[src/rtl/vxe_axi_switch_us_arb.sv]
// rtl/vxe_axi_switch_us_arb.sv - upstream round-robin request arbiter of the VxE AXI switch.
// Optional outstanding-read throttling is enabled by defining VXE_AXI_US_ARB_OUTST_EN.
module vxe_axi_switch_us_arb #(
    parameter int NCLI         = 4,
    parameter int RQA_W        = 44,
    parameter int RQD_W        = 64,
    parameter int MAX_RD_OUTST = 4
) (
    input  logic                  clk,
    input  logic                  nrst,
    input  logic [NCLI*RQA_W-1:0] i_rqa,
    input  logic [NCLI-1:0]       i_rqa_vld,
    output logic [NCLI-1:0]       o_rqa_rdy,
    input  logic [NCLI*RQD_W-1:0] i_rqd,
    input  logic [NCLI-1:0]       i_rqd_vld,
    output logic [NCLI-1:0]       o_rqd_rdy,
    output logic [RQA_W-1:0]      o_biu_rqa,
    output logic                  o_biu_rqa_push,
    input  logic                  i_biu_rqa_ready,
    output logic [RQD_W-1:0]      o_biu_rqd,
    output logic                  o_biu_rqd_push,
    input  logic                  i_biu_rqd_ready,
    output logic [2:0]            o_gnt_id,
    output logic                  o_busy
`ifdef VXE_AXI_US_ARB_OUTST_EN
    ,
    input  logic                  i_rd_retire
`endif
);

    localparam int CW = (NCLI > 1) ? $clog2(NCLI) : 1;

    typedef enum logic [1:0] {
        ST_IDLE  = 2'd0,
        ST_ADDR  = 2'd1,
        ST_DATA  = 2'd2,
        ST_WAITD = 2'd3
    } state_t;

    state_t            state_q, state_d;
    logic [CW-1:0]     rr_ptr_q, rr_ptr_d;
    logic [CW-1:0]     gnt_q, gnt_d;
    logic [RQA_W-1:0]  rqa_q, rqa_d;
    logic [RQD_W-1:0]  rqd_q, rqd_d;
    logic              rqa_push_q, rqa_push_d;
    logic              rqd_push_q, rqd_push_d;

    logic [NCLI-1:0]   elig;
    logic              win_vld;
    logic [CW-1:0]     win_idx;

`ifdef VXE_AXI_US_ARB_OUTST_EN
    localparam int CNT_W = $clog2(MAX_RD_OUTST + 1);

    logic [CNT_W-1:0]  rd_cnt_q, rd_cnt_d;
    logic              rd_inc, rd_dec, rd_full;

    assign rd_inc  = rqa_push_q && i_biu_rqa_ready && rqa_q[RQA_W-1];
    assign rd_dec  = i_rd_retire && (rd_cnt_q != '0);
    assign rd_full = (rd_cnt_q == CNT_W'(MAX_RD_OUTST));

    always_comb begin
        rd_cnt_d = rd_cnt_q;
        if (rd_inc && !rd_dec) begin
            rd_cnt_d = rd_cnt_q + 1'b1;
        end else if (rd_dec && !rd_inc) begin
            rd_cnt_d = rd_cnt_q - 1'b1;
        end
    end

    always_ff @(posedge clk) begin
        if (!nrst) begin
            rd_cnt_q <= '0;
        end else begin
            rd_cnt_q <= rd_cnt_d;
        end
    end
`endif

    // Reads are hidden from the scan while the outstanding-read budget is spent.
    always_comb begin
        for (int c = 0; c < NCLI; c++) begin
            elig[c] = i_rqa_vld[c];
`ifdef VXE_AXI_US_ARB_OUTST_EN
            if (rd_full && i_rqa[c*RQA_W + RQA_W - 1]) begin
                elig[c] = 1'b0;
            end
`endif
        end
    end

    // Scan downward so the client nearest rr_ptr is the last (winning) assignment.
    always_comb begin
        win_vld = 1'b0;
        win_idx = '0;
        for (int i = NCLI - 1; i >= 0; i--) begin
            int idx;
            idx = int'(rr_ptr_q) + i;
            if (idx >= NCLI) begin
                idx = idx - NCLI;
            end
            if (elig[CW'(idx)]) begin
                win_vld = 1'b1;
                win_idx = CW'(idx);
            end
        end
    end

    always_comb begin
        state_d    = state_q;
        rr_ptr_d   = rr_ptr_q;
        gnt_d      = gnt_q;
        rqa_d      = rqa_q;
        rqd_d      = rqd_q;
        rqa_push_d = rqa_push_q;
        rqd_push_d = rqd_push_q;
        o_rqa_rdy  = '0;
        o_rqd_rdy  = '0;

        case (state_q)
            ST_IDLE: begin
                if (win_vld) begin
                    o_rqa_rdy[win_idx] = 1'b1;
                    rqa_d      = i_rqa[win_idx*RQA_W +: RQA_W];
                    rqa_push_d = 1'b1;
                    gnt_d      = win_idx;
                    rr_ptr_d   = (win_idx == CW'(NCLI - 1)) ? '0 : win_idx + 1'b1;
                    state_d    = ST_ADDR;
                end
            end
            ST_ADDR: begin
                if (i_biu_rqa_ready) begin
                    rqa_push_d = 1'b0;
                    state_d    = rqa_q[RQA_W-1] ? ST_IDLE : ST_DATA;
                end
            end
            ST_DATA: begin
                o_rqd_rdy[gnt_q] = 1'b1;
                if (i_rqd_vld[gnt_q]) begin
                    rqd_d      = i_rqd[gnt_q*RQD_W +: RQD_W];
                    rqd_push_d = 1'b1;
                    state_d    = ST_WAITD;
                end
            end
            ST_WAITD: begin
                if (i_biu_rqd_ready) begin
                    rqd_push_d = 1'b0;
                    state_d    = ST_IDLE;
                end
            end
            default: begin
                state_d = ST_IDLE;
            end
        endcase

        // No client may see an accept while reset is asserted.
        if (!nrst) begin
            o_rqa_rdy = '0;
            o_rqd_rdy = '0;
        end
    end

    always_ff @(posedge clk) begin
        if (!nrst) begin
            state_q    <= ST_IDLE;
            rr_ptr_q   <= '0;
            gnt_q      <= '0;
            rqa_push_q <= 1'b0;
            rqd_push_q <= 1'b0;
        end else begin
            state_q    <= state_d;
            rr_ptr_q   <= rr_ptr_d;
            gnt_q      <= gnt_d;
            rqa_push_q <= rqa_push_d;
            rqd_push_q <= rqd_push_d;
        end
    end

    // Payload registers carry no reset; their push flags qualify them.
    always_ff @(posedge clk) begin
        rqa_q <= rqa_d;
        rqd_q <= rqd_d;
    end

    assign o_biu_rqa      = rqa_q;
    assign o_biu_rqa_push = rqa_push_q;
    assign o_biu_rqd      = rqd_q;
    assign o_biu_rqd_push = rqd_push_q;
    assign o_gnt_id       = 3'(gnt_q);
    assign o_busy         = (state_q != ST_IDLE);

endmodule
[config.mk]
export PLATFORM = sky130hd
export DESIGN_NAME = vxe_axi_switch_us_arb
export DESIGN_NICKNAME = d
export VERILOG_FILES = /design/src/rtl/vxe_axi_switch_us_arb.sv
export SDC_FILE = /design/constraint.sdc
export NUM_CORES = 1
export LEC_CHECK = 0
export ABC_AREA = 1
export CORE_AREA = 8 8 213 215
export CTS_BUF_LIST = sky130_fd_sc_hd__clkbuf_8
export DETAILED_ROUTE_END_ITERATION = 8
export DIE_AREA = 0 0 221 223
export PLACE_DENSITY = 0.6
export SLEW_MARGIN = 20
export SYNTH_ARGS = -nofsm -noshare
export SYNTH_HDL_FRONTEND = slang
export SYNTH_SLANG_ARGS = --single-unit
[constraint.sdc]
create_clock -name clk -period 6.5 [get_ports clk]
set_input_delay 1.3 -clock clk [delete_from_list [all_inputs] [get_ports clk]]
set_output_delay 1.3 -clock clk [all_outputs]
set_load 0.02 [all_outputs]
==> run metrics <==
Yosys Warn Count=0; H-tree Lvls=4; critical-path cell list=clkdlybuf4s50_1 > nand2_1 > nand2_1 > nor2_2 > inv_2 > nand3_4 > nand2_4 > ha_1 > inv_1 > nor2_1 > clkdlybuf4s50_1; register area share after synthesis=0.451; Synth area leader=edfxtp_1; fin crit share=0.789; worst-path maximum fanout=33; kind of start point of the critical path=input port; Slew Limit Fails=0; via/cell ratio=4.35; Synth cell types=25; Skew-Pair Late Insertion Delay=~0.47 ns; fmax=195 MHz; VDD IR-drop max=0.436 mV; routability cong.=0.854; cts hold-fix bufs=0; FF-to-FF setup slack=3.32 ns; chip width=221 um; CTS clk-pin slew, worst paths=~0.070 ns; PwrDens=372 nW/um^2; FF+latch count, synth=116; Clock Sinks=~120; root buf cell=clkbuf_8; initial antenna violation count=16; Initial Utilization=0.178; Resize count post-CTS=0; share of cells above drive strength 1=0.0400; Die Y=223 um; Remaining Overflow, GRT=0; Final Hold Viols=0; # nets final=1981; post-layout min period=~5.1 ns; Num CTS Buffers=17; first-pass GRT wire length=63.3 mm; Syn Nets=roughly 1500; GRT Util Overall=0.173; Critical Path Sink Type=primary output; maxcap violations=0; Pre-antenna DRT Iters=5; Top Ports=566; top cells by area, synth=edfxtp_1, nand3_1, nand2_1, a22oi_1, inv_1; dpl ws=between 1 and 1.5 ns; Rows=76; setup violators final=0; Worst Hold Class=register to register; DP Cell Count=about 2100; die area=49300 sq um; unrepaired setup endpoints after global routing=no; worst setup path class=input port to primary output; outcome=finished, final reports clean; Port Buffers=564; Seq. cell area=~3400 sq um; final wirelength=44.3 mm; Layout Cells excl Fill=2103; Critical path buffers and inverters=4; Leakage=6.00 nW; post-DP HPWL=between 30 and 40 mm; final worst slack=1.37 ns; CTS max path bufs=2; CTS tree=done; Top delay family on crit path=buffers and inverters; layout filler cell count=approximately 4500; Core ar.=42300 sq um; Worst EP required=roughly 5.2 ns; DR WL/cell=~21 um; Tightest Pin Transition=0.905 ns; Residual DRC=0; Post-Syn Area=7550 sq um; skew final=approximately 0.016 ns; Vias=~9100; relative slew slack=0.397; multi-input logic area=around 3100 sq um; Critical-path top delay cell=clkdlybuf4s50_1; Yosys top cell area share=0.429; Cells after Synth=approximately 1000; Post-CTS Repair Setup Buffers=0; Antenna Nets Post-Route=0; Initial DRC Count=491; Arrival @ worst endpoint=3.83 ns; largest net degree at the start of global routing=89; vias in the first global route=9408; synthesized area per cell=roughly 7.5 sq um; P&R area growth vs syn=86.1%; slowest stage delay, CP=0.61 ns; setup TNS=0 ns; Finished Core Util=0.332
-- area by class of cell --
| type | count | share of cell area |
|---|---|---|
| inverters | 199 | 0.0533 |
| multi-input cells | 627 | 0.221 |
| clock buffers | 17 | 0.0166 |
| clock inverters | 15 | 0.00961 |
| flip-flops and latches | 116 | 0.242 |
| well taps | 546 | 0.0486 |
| diodes | 8 | 0.00142 |
| repair buffers | 575 | 0.408 |
-- worst paths after layout --
kind                  startpoint        endpoint  cells past startpoint
setup / recovery    i_rqa_vld[3]    o_rqa_rdy[3]                     11
hold / removal    o_biu_rqd_push  o_biu_rqd_push                      2
setup reg to reg     rr_ptr_q[0]    o_biu_rqa[5]                     12
hold reg to reg   o_biu_rqd_push  o_biu_rqd_push                      2
-- cell usage in the layout, fill, tap and decap left out --
master	synthesis	final
conb_1	1	1
clkinv_4	0	5
a21oi_4	0	1
inv_1	191	191
dfxtp_1	8	8
inv_6	0	2
buf_4	4	11
nor3_1	3	3
clkbuf_8	0	17
o22ai_1	1	1
o21ai_0	6	6
clkinv_2	0	2
edfxtp_1	108	108
ha_1	1	1
bufinv_16	0	1
clkdlybuf4s50_1	0	564
nand2_2	5	5
nand2_1	273	272
nor2_1	12	11
nand4_1	1	1
nor2_2	1	1
a21oi_1	8	7
diode_2	0	8
nand3_4	1	2
inv_4	1	1
a22oi_1	101	101
nand2_4	0	1
clkinvlp_4	0	4
inv_2	7	8
nor2_4	0	1
nand3_1	212	212
-- power by group --
part,switching (W),leakage (nW),total [W],internal (W)
Clock,0.000362,0.180,0.000665,0.000303
Combinational,0.00202,4.73,0.00320,0.00118
Sequential,0.000101,1.08,0.00136,0.00126
Total,0.00249,6.00,0.00523,0.00274
-- logic make-up after synthesis --
family          after synthesis  synth area share
simple gates                509             0.294
buf+inv                     263             0.143
flops                       116             0.451
other cells                   1          0.000497
fa+ha+maj                     1           0.00166
compound gates              116             0.111
-- cell usage after synthesis, drive strengths merged --
cell type	count
inv	199
conb	1
nand4	1
o21ai	6
ha	1
nand3	214
edfxtp	108
nor2	13
dfxtp	8
a21oi	8
clkbuf	36
a22oi	101
nor3	3
o22ai	1
buf	28
nand2	278
-- per-stage QoR --
step | hold slack (ns) | power, W | instance area, sq um
after floorplan | 0.490 | 0.00335 | 7550
after global placement | 0.456 | 0.00459 | 13700
after detailed placement | 0.458 | 0.00463 | 13700
after CTS | 0.470 | 0.00533 | 14000
after global routing | 0.492 | 0.00565 | 14100
final | 0.467 | 0.00523 | 14100
-- worst reg2reg max path: stages, from the launching register on --
cell     delay [ns]
dfxtp_1        0.60
inv_4          0.12
nand2_1        0.09
nand2_1        0.08
nand2_1        0.12
nand2_2        0.09
nand2_2        0.11
nand3_4        0.32
nand2_4        0.37
buf_4          0.62
nand2_1        0.18
nand3_1        0.16
nand2_1        0.08
-- metal layers --
metal,global-route usage,wire length [um],vias to the layer above
met2,0.294,21600,473
met1,0.180,16500,4204
met5,0,80,-
met4,0.0945,1890,14
met3,0.0726,4250,63
li1,-,-,4391
-- registers in the layout, summed over array words and instances, names as in the netlist, named ones only --
register and flops:
o_biu_rqa_push 1, rr_ptr_q 2, gnt_q 2, o_biu_rqd 64, o_biu_rqa 44, o_biu_rqd_push 1, state_q 1
Note: power is estimated with default switching activity, not from simulation.
